<file path="src/rtl/arb_pkg.sv">
//==============================================================================
// Module      : arb_pkg
// Description : Shared constants, state type and round-robin pick function
//               for the mux4_rr_arbiter block.
// Contents    : NUM_REQ, SEL_W, arb_state_t, rr_pick_t, rr_pick()
// Revision    : 1.0 - initial release
//==============================================================================
`default_nettype none

package arb_pkg;

    localparam int NUM_REQ = 4;
    localparam int SEL_W   = 2;

    typedef enum logic [0:0] {
        ARB_IDLE  = 1'b0,
        ARB_GRANT = 1'b1
    } arb_state_t;

    typedef struct packed {
        logic             found;
        logic [SEL_W-1:0] idx;
    } rr_pick_t;

    // Scan ptr, ptr+1, ... (mod NUM_REQ) and return the first requester.
    function automatic rr_pick_t rr_pick(input logic [NUM_REQ-1:0] req,
                                         input logic [SEL_W-1:0]   ptr);
        rr_pick_t         res;
        logic [SEL_W-1:0] cand;
        res = '0;
        for (int i = 0; i < NUM_REQ; i++) begin
            cand = ptr + SEL_W'(i);
            if (!res.found && req[cand]) begin
                res.found = 1'b1;
                res.idx   = cand;
            end
        end
        return res;
    endfunction

endpackage

`default_nettype wire

</file>
<file path="src/rtl/four_to_one_mux.sv">
//==============================================================================
// Module      : four_to_one_mux
// Description : Single-bit 4:1 multiplexer, one per data bit slice.
// Ports       : x   [3:0] - input bits, x[i] is lane i
//               sel [1:0] - lane select
//               Q         - selected bit
// Revision    : 1.0 - initial release
//==============================================================================
`default_nettype none

module four_to_one_mux (
    input  logic [3:0] x,
    input  logic [1:0] sel,
    output logic       Q
);

    always_comb begin
        Q = 1'b0;
        case (sel)
            2'd0:    Q = x[0];
            2'd1:    Q = x[1];
            2'd2:    Q = x[2];
            default: Q = x[3];
        endcase
    end

endmodule

`default_nettype wire

</file>
<file path="src/rtl/mux4_rr_arbiter.sv">
//==============================================================================
// Module      : mux4_rr_arbiter
// Description : Round-robin arbiter sequencing a shared 4:1 mux datapath.
//               Registers a one-hot grant, drives the mux select from the
//               granted index and flags when Q carries a granted lane.
// Parameters  : DATA_W   - width of each lane
//               MAX_HOLD - max consecutive grant cycles before rotation
// Macro       : ARB_TIMEOUT_EN - when defined, a holder at MAX_HOLD cycles is
//               forced to release if any other requester is waiting.
// Ports       : clk, rst_n (async active-low)
//               req   [3:0]        - level-sensitive requests
//               x     [4*DATA_W-1:0] - data lanes, lane i = x[i*DATA_W +: DATA_W]
//               grant [3:0]        - registered one-hot grant (0 when idle)
//               sel   [1:0]        - registered mux select
//               valid              - registered, high while a grant is active
//               Q     [DATA_W-1:0] - combinational lane x[sel]
// Revision    : 1.0 - initial release
//==============================================================================
`default_nettype none

module mux4_rr_arbiter
    import arb_pkg::*;
#(
    parameter int DATA_W   = 1,
    parameter int MAX_HOLD = 4
) (
    input  logic                    clk,
    input  logic                    rst_n,
    input  logic [NUM_REQ-1:0]      req,
    input  logic [NUM_REQ*DATA_W-1:0] x,
    output logic [NUM_REQ-1:0]      grant,
    output logic [SEL_W-1:0]        sel,
    output logic                    valid,
    output logic [DATA_W-1:0]       Q
);

    arb_state_t         state, state_nxt;
    logic [SEL_W-1:0]   ptr, ptr_nxt;
    logic [NUM_REQ-1:0] grant_nxt;
    logic [SEL_W-1:0]   sel_nxt;
    logic               valid_nxt;
    logic               owner_req;
    logic               forced;
    logic [SEL_W-1:0]   next_ptr;
    rr_pick_t           pick;

    // While granted, sel always names the owner.
    assign owner_req = req[sel];
    assign next_ptr  = sel + SEL_W'(1);

`ifdef ARB_TIMEOUT_EN
    localparam int HOLD_W = $clog2(MAX_HOLD + 1);
    localparam logic [HOLD_W-1:0] HOLD_MAX = HOLD_W'(MAX_HOLD);

    logic [HOLD_W-1:0] hold_cnt, hold_nxt;

    // Rotation is only forced when someone else is actually waiting.
    assign forced = (hold_cnt == HOLD_MAX) && owner_req && |(req & ~grant);
`else
    logic unused_max_hold;
    assign unused_max_hold = (MAX_HOLD != 0);
    assign forced          = 1'b0;
`endif

    always_comb begin
        state_nxt = state;
        ptr_nxt   = ptr;
        grant_nxt = grant;
        sel_nxt   = sel;
        valid_nxt = valid;
        pick      = '0;
`ifdef ARB_TIMEOUT_EN
        hold_nxt  = hold_cnt;
`endif
        case (state)
            ARB_IDLE: begin
                pick = rr_pick(req, ptr);
                if (pick.found) begin
                    state_nxt = ARB_GRANT;
                    grant_nxt = NUM_REQ'(1) << pick.idx;
                    sel_nxt   = pick.idx;
                    valid_nxt = 1'b1;
`ifdef ARB_TIMEOUT_EN
                    hold_nxt  = HOLD_W'(1);
`endif
                end else begin
                    grant_nxt = '0;
                    valid_nxt = 1'b0;
                end
            end
            default: begin
                if (!owner_req || forced) begin
                    // Owner is masked so a forced release never re-picks it;
                    // on a plain release its req bit is already low.
                    ptr_nxt = next_ptr;
                    pick    = rr_pick(req & ~grant, next_ptr);
                    if (pick.found) begin
                        grant_nxt = NUM_REQ'(1) << pick.idx;
                        sel_nxt   = pick.idx;
                        valid_nxt = 1'b1;
`ifdef ARB_TIMEOUT_EN
                        hold_nxt  = HOLD_W'(1);
`endif
                    end else begin
                        state_nxt = ARB_IDLE;
                        grant_nxt = '0;
                        valid_nxt = 1'b0;
`ifdef ARB_TIMEOUT_EN
                        hold_nxt  = '0;
`endif
                    end
                end else begin
`ifdef ARB_TIMEOUT_EN
                    if (hold_cnt != HOLD_MAX) begin
                        hold_nxt = hold_cnt + HOLD_W'(1);
                    end
`endif
                end
            end
        endcase
    end

    always_ff @(posedge clk or negedge rst_n) begin
        if (!rst_n) begin
            state    <= ARB_IDLE;
            ptr      <= '0;
            grant    <= '0;
            sel      <= '0;
            valid    <= 1'b0;
`ifdef ARB_TIMEOUT_EN
            hold_cnt <= '0;
`endif
        end else begin
            state    <= state_nxt;
            ptr      <= ptr_nxt;
            grant    <= grant_nxt;
            sel      <= sel_nxt;
            valid    <= valid_nxt;
`ifdef ARB_TIMEOUT_EN
            hold_cnt <= hold_nxt;
`endif
        end
    end

    // One 4:1 mux per bit slice, all steered by the registered select.
    for (genvar b = 0; b < DATA_W; b++) begin : g_bit
        four_to_one_mux u_mux (
            .x   ({x[3*DATA_W+b], x[2*DATA_W+b], x[DATA_W+b], x[b]}),
            .sel (sel),
            .Q   (Q[b])
        );
    end

endmodule

`default_nettype wire

</file>
<file path="config.mk">
export PLATFORM = sky130hd
export DESIGN_NAME = mux4_rr_arbiter
export DESIGN_NICKNAME = d
export VERILOG_FILES = /design/src/rtl/arb_pkg.sv /design/src/rtl/four_to_one_mux.sv /design/src/rtl/mux4_rr_arbiter.sv
export SDC_FILE = /design/constraint.sdc
export NUM_CORES = 1
export LEC_CHECK = 0
export ABC_AREA = 1
export CORE_UTILIZATION = 35
export CTS_BUF_LIST = sky130_fd_sc_hd__clkbuf_4 sky130_fd_sc_hd__clkbuf_8
export DETAILED_ROUTE_END_ITERATION = 12
export DONT_BUFFER_PORTS = 1
export PLACE_DENSITY_LB_ADDON = 0.3
export SYNTH_ARGS = -nofsm -noshare
export SYNTH_HDL_FRONTEND = slang
export SYNTH_SLANG_ARGS = --single-unit
</file>
<file path="constraint.sdc">
create_clock -name clk -period 2.16 [get_ports clk]
set_clock_uncertainty 0.1 [all_clocks]
set_input_delay 0.432 -clock clk [delete_from_list [all_inputs] [get_ports clk]]
set_output_delay 0.432 -clock clk [all_outputs]
set_load 0.01 [all_outputs]
</file>
# == After elaboration in Yosys (flattened, before gate mapping) ==
# Cells that the tools add are included.
# word_totals
out_inout_bits,8
wordCells,99
input_bits,10
register_bits,10
# classes
bitwise,3
n_reduce_logical,16
n_eq_ne,4
mux,53
n_lt_le_gt_ge,9
add_sub_neg,7
shifts,2
# ops
op,count
3-bit 2-to-1 mux,20
"2-bit by 3-bit less-than comparator with 1-bit output, second input constant",9
1-bit binary-select mux with 2-bit select,9
4-bit 2-to-1 mux,4
1-bit 2-to-1 mux,15
"2-bit adder, second input constant",4
2-bit 2-to-1 mux,4
"1-bit by 2-bit left shift with 4-bit output, first input constant",2
"2-bit by 1-bit adder with 2-bit output, second input constant",3
1-bit logical AND,6
1-bit logical NOT,6
4-bit bitwise AND,1
4-bit inverter,1
1-bit case mux with 3 select lines,1
3-bit AND reduction,1
"2-bit by 1-bit equality test with 1-bit output, second input constant",1
"2-bit equality test, second input constant",1
2-bit logical NOT,1
"2-bit by 1-bit != test with 1-bit output, second input constant",1
"2-bit != test, second input constant",1
2-bit AND reduction,1
2-bit nonzero test,1
1-bit inverter,1

# == Longest topological paths before layout ==
# logic_depth
depth_word,26
depth_mapped,15

# == Cells and area by module ==
# A second synthesis with hierarchy kept.
# hier_totals
cells_unflattened,206
area_unflattened_um2,1206.2
# modules_own_cells
mod,area_each_um2,n_inst,cells_per_inst
mux4_rr_arbiter,1154.9,1,193
four_to_one_mux,51.3,1,13

# == Worst setup path before layout ==
# OpenSTA, ideal clock, no wires.
# synth_timing
path_type,reg2reg
startpoint,reg sel[0]
endpoint,reg sel[0]
path_slack_ns,0.052
synth_period_minus_slack_ns,2.108
stages_incl_launch_ff,15
arrival_ns,1.884
required_ns,1.936
cell_sequence,dfrtp_1 inv_2 ha_1 inv_2 nand2_1 nand2_1 nand3_2 nand2_2 nand3_1 o21ai_1 nand2_1 inv_2 nor2_2 nand2_1 o21ai_1
# synth_via
elab_chain_len,24
word_cells_on_any_way,38
classes_between,add/sub: 4; eq/ne: 2; mux: 25; reduce/logical: 7
# synth_rtl
item,line_no,text
"start, declared",mux4_rr_arbiter.sv:32,"output logic [SEL_W-1:0] sel,"
"start signal, assigned",mux4_rr_arbiter.sv:137,sel <= sel_nxt;
2-bit by 1-bit adder with 2-bit output *,mux4_rr_arbiter.sv:49,assign next_ptr = sel + SEL_W'(1);
via next_ptr[0],mux4_rr_arbiter.sv:44,logic [SEL_W-1:0] next_ptr;
1-bit binary-select mux with 2-bit select,arb_pkg.sv:33,if (!res.found && req[cand]) begin
1-bit 2-to-1 mux (implied by the code),arb_pkg.sv:33,
3-bit 2-to-1 mux,arb_pkg.sv:33,
3-bit 2-to-1 mux,mux4_rr_arbiter.sv:92,if (!owner_req || forced) begin
3-bit 2-to-1 mux,mux4_rr_arbiter.sv:75,case (state)
1-bit logical NOT,arb_pkg.sv:33,
[9 not listed],--,
1-bit logical NOT,arb_pkg.sv:33,
1-bit logical AND,arb_pkg.sv:33,
3-bit 2-to-1 mux *,arb_pkg.sv:33,
3-bit 2-to-1 mux *,mux4_rr_arbiter.sv:92,
3-bit 2-to-1 mux *,mux4_rr_arbiter.sv:75,
2-bit 2-to-1 mux,mux4_rr_arbiter.sv:97,if (pick.found) begin
2-bit 2-to-1 mux,mux4_rr_arbiter.sv:92,
2-bit 2-to-1 mux,mux4_rr_arbiter.sv:75,
# Mark *: on every way through the listed nets, which the timed path passes. The rest lies on a longest branch. The select of a mux whose other input is x is not followed.
# A chain may end at the register's enable or synchronous reset.

# == Final worst setup path ==
# layout_timing
startpoint,reg sel[0]
endpoint,out Q
# layout_via
elab_chain_len,2
word_cells_on_any_way,4
classes_between,eq/ne: 2; mux: 1; reduce/logical: 1
# layout_rtl
item,line_no,text
"2-bit equality test, or another cell as far along",four_to_one_mux.sv:19,case (sel)
1-bit case mux with 3 select lines *,four_to_one_mux.sv:19,
"end, declared",mux4_rr_arbiter.sv:34,output logic [DATA_W-1:0] Q
# Every way passes the cells marked *; elsewhere a longest branch is shown, timed or not.

==> metrics.txt <==
outcome completed; initial cell density of the core 37.8%; via count 1215; total gr overflow 0; DP HPWL 2240 microns; fmax 0.497 GHz; synth cell count leaders 83 x nand2_1, 18 x nand3_1, 16 x inv_1, 10 x dfrtp_1, 8 x nand2_2; ANT nets after route 0; R2R Path End valid; Post-synth EDFFs 0; CTS Buffer Depth 2; Synth Flop Type dfrtp_1; Die X around 60 microns; CP Buf/Inv Count 1; Mapped Avg Cell Area approximately 6.0 sq um; Yosys reg bits 10; setup violators final 0; Hold Vio Cnt, Final 0; Initial DRC Count 67; top cells by area, synth nand2_1 27%, dfrtp_1 21%, nand3_1 7.7%; Layout area overhead 12.2%; worst hold path class primary input to async pin; number of global-route vias before repair 1050; setup ws final 148 ps; IO Pins 18; Synth cell types 23; Skew-Pair Late Insertion Delay 260 ps; busiest grt layer met2; initial antenna violation count 0; RSZ-0062 raised after global routing no; Via density between 4 and 5; core region area ~0.0031 sq mm; fraction of layout cells with a size suffix above 1 19.7%; post-synth top area share 26.6%; DR WL/cell roughly 11 microns; FFs w/ async S/R, synth 100%; Critical Path RT 1630 ps; Total GRT Usage between 10% and 20%; post-synth top area cell nand2_1; Reg-to-Reg Start sel[1]; Final nets around 220; routability congestion estimate from global placement 0.798; met3 usage 4.98%; GR Layer Usage met2 24.8%; Setup crit end kind output pin; startpoint types flop; clk sink count 10; Synthesis Warnings 0; Seq/Total Area, Yosys about a fifth; Die H 59.9 microns; H-Tree Depth 1; WP data arrival 1480 ps; first-pass GRT wire length 4510 microns; CTS clk-pin slew, worst paths 60 ps; crit path time final roughly 2000 ps; FP Rows 20; DR pass1 iterations 4; cell family with most CP delay compound AO/OA/AOI/OAI gates; CTS Buf Count 3; Rel. slew slack 70.2%; max cap viols 0; port bufs 0; Critical Setup Path Class flop to output pin; Slowest cell on crit path dfrtp_1; Routed Wire Length 2760 microns; Worst-Margin Slew 446 ps; Worst R2R Path Depth 13; largest net degree at the start of global routing 15; dpl ws 148 ps; Slew Limit Fails 0; Ant. Diodes 0; Mapped Area between 0.001 and 0.0015 sq mm; clk root buf clkbuf_4; die area ~0.0036 sq mm; TritonCTS clock tree built; Critical Path Max Stage Delay 380 ps; R2R Setup Slk 230 ps; Final Cycle Share 93.1%; DRC 0; post-route setup TNS 0 ps; Syn Nets between 200 and 250; worst path cell trace buf_4 -> ha_1 -> a22o_1 -> a21oi_1 -> o21ai_1; most frequent cell after synthesis nand2_1; worst-path maximum fanout 14; Synth Instances 195; met1 GRT Util 24.0%
[sequential cells by signal, indices dropped and copies added (netlist names)]
register and flops:
state 1, ptr 2, valid 1, grant 4, sel 2
[how the worst max path moves through the flow]
| stage | start | endpoint | depth (start not counted) | slack (ps) |
|---|---|---|---|---|
| floorplan | sel[0] | sel[0] | 14 | 50 |
| global placement | sel[0] | valid | 13 | 160 |
| detailed placement | sel[0] | sel[0] | 14 | 150 |
| CTS | sel[0] | Q | 5 | 110 |
| global route | sel[1] | grant[0] | 15 | 30 |
| finish | sel[0] | Q | 5 | 150 |
[stage by stage]
stage,cells,utilization (%),hold WS (ps),area [sq um]
after floorplan,195,-,36.4,1170
after global placement,242,40.3,36.7,1250
after detailed placement,242,40.3,36.6,1250
after CTS,246,41.3,459,1280
after global routing,247,42.4,484,1320
final,247,42.4,454,1320
[logic make-up (layout without fill, tap and decap cells)]
| logic type | Yosys count | in the layout | synth area share, % |
|---|---|---|---|
| adder cells (fa/ha/maj) | 4 | 4 | 4.27 |
| AO/OA/AOI/OAI | 22 | 22 | 10.0 |
| flip-flops | 10 | 10 | 21.3 |
| buffers and inverters | 25 | 33 | 8.96 |
| AND/OR/NAND/NOR | 134 | 134 | 55.4 |
[routing by layer]
metal,part of all wire [%],routed length (microns)
met1,52,1430
met2,40,1110
met3,8.1,223
met4,0,0
met5,0,0
[what timing repair did]
item	CTS	global route
setup endpoints to repair	0	8
resized for setup	0	5
hold buffers	1	0
buffers inserted	0	1
endpoints found under the hold margin	10	0
[cells in the final DEF (no fill, tap or decap)]
master	synthesis	final
a21oi_1	7	7
dlygate4sd3_1	0	1
ha_4	0	1
o21ai_1	7	8
o21a_1	1	1
nor2_8	1	1
a22o_1	1	1
buf_4	1	7
inv_1	16	16
nor2_2	3	3
nand2_4	3	4
clkbuf_4	0	3
ha_1	4	3
nand4_1	5	5
inv_2	6	6
dfrtp_1	10	10
nor2_1	5	5
nand2_1	83	82
nand3_1	18	17
o21ai_0	5	4
nand3_2	6	7
a31oi_1	1	1
nand3b_1	2	2
nand2_2	8	8
[final cells by class]
cell class	count	area, sq um
sequential	10	250
timing repair buffer	8	62.6
tap	44	55.1
clock buffer	3	22.5
multi-input combinational	160	842
inverter	22	82.6
fill	371	1790
Power is left out: the tool's default activity adds up to more than one toggle a clock period on the data nets, which glitch-free logic cannot reach.
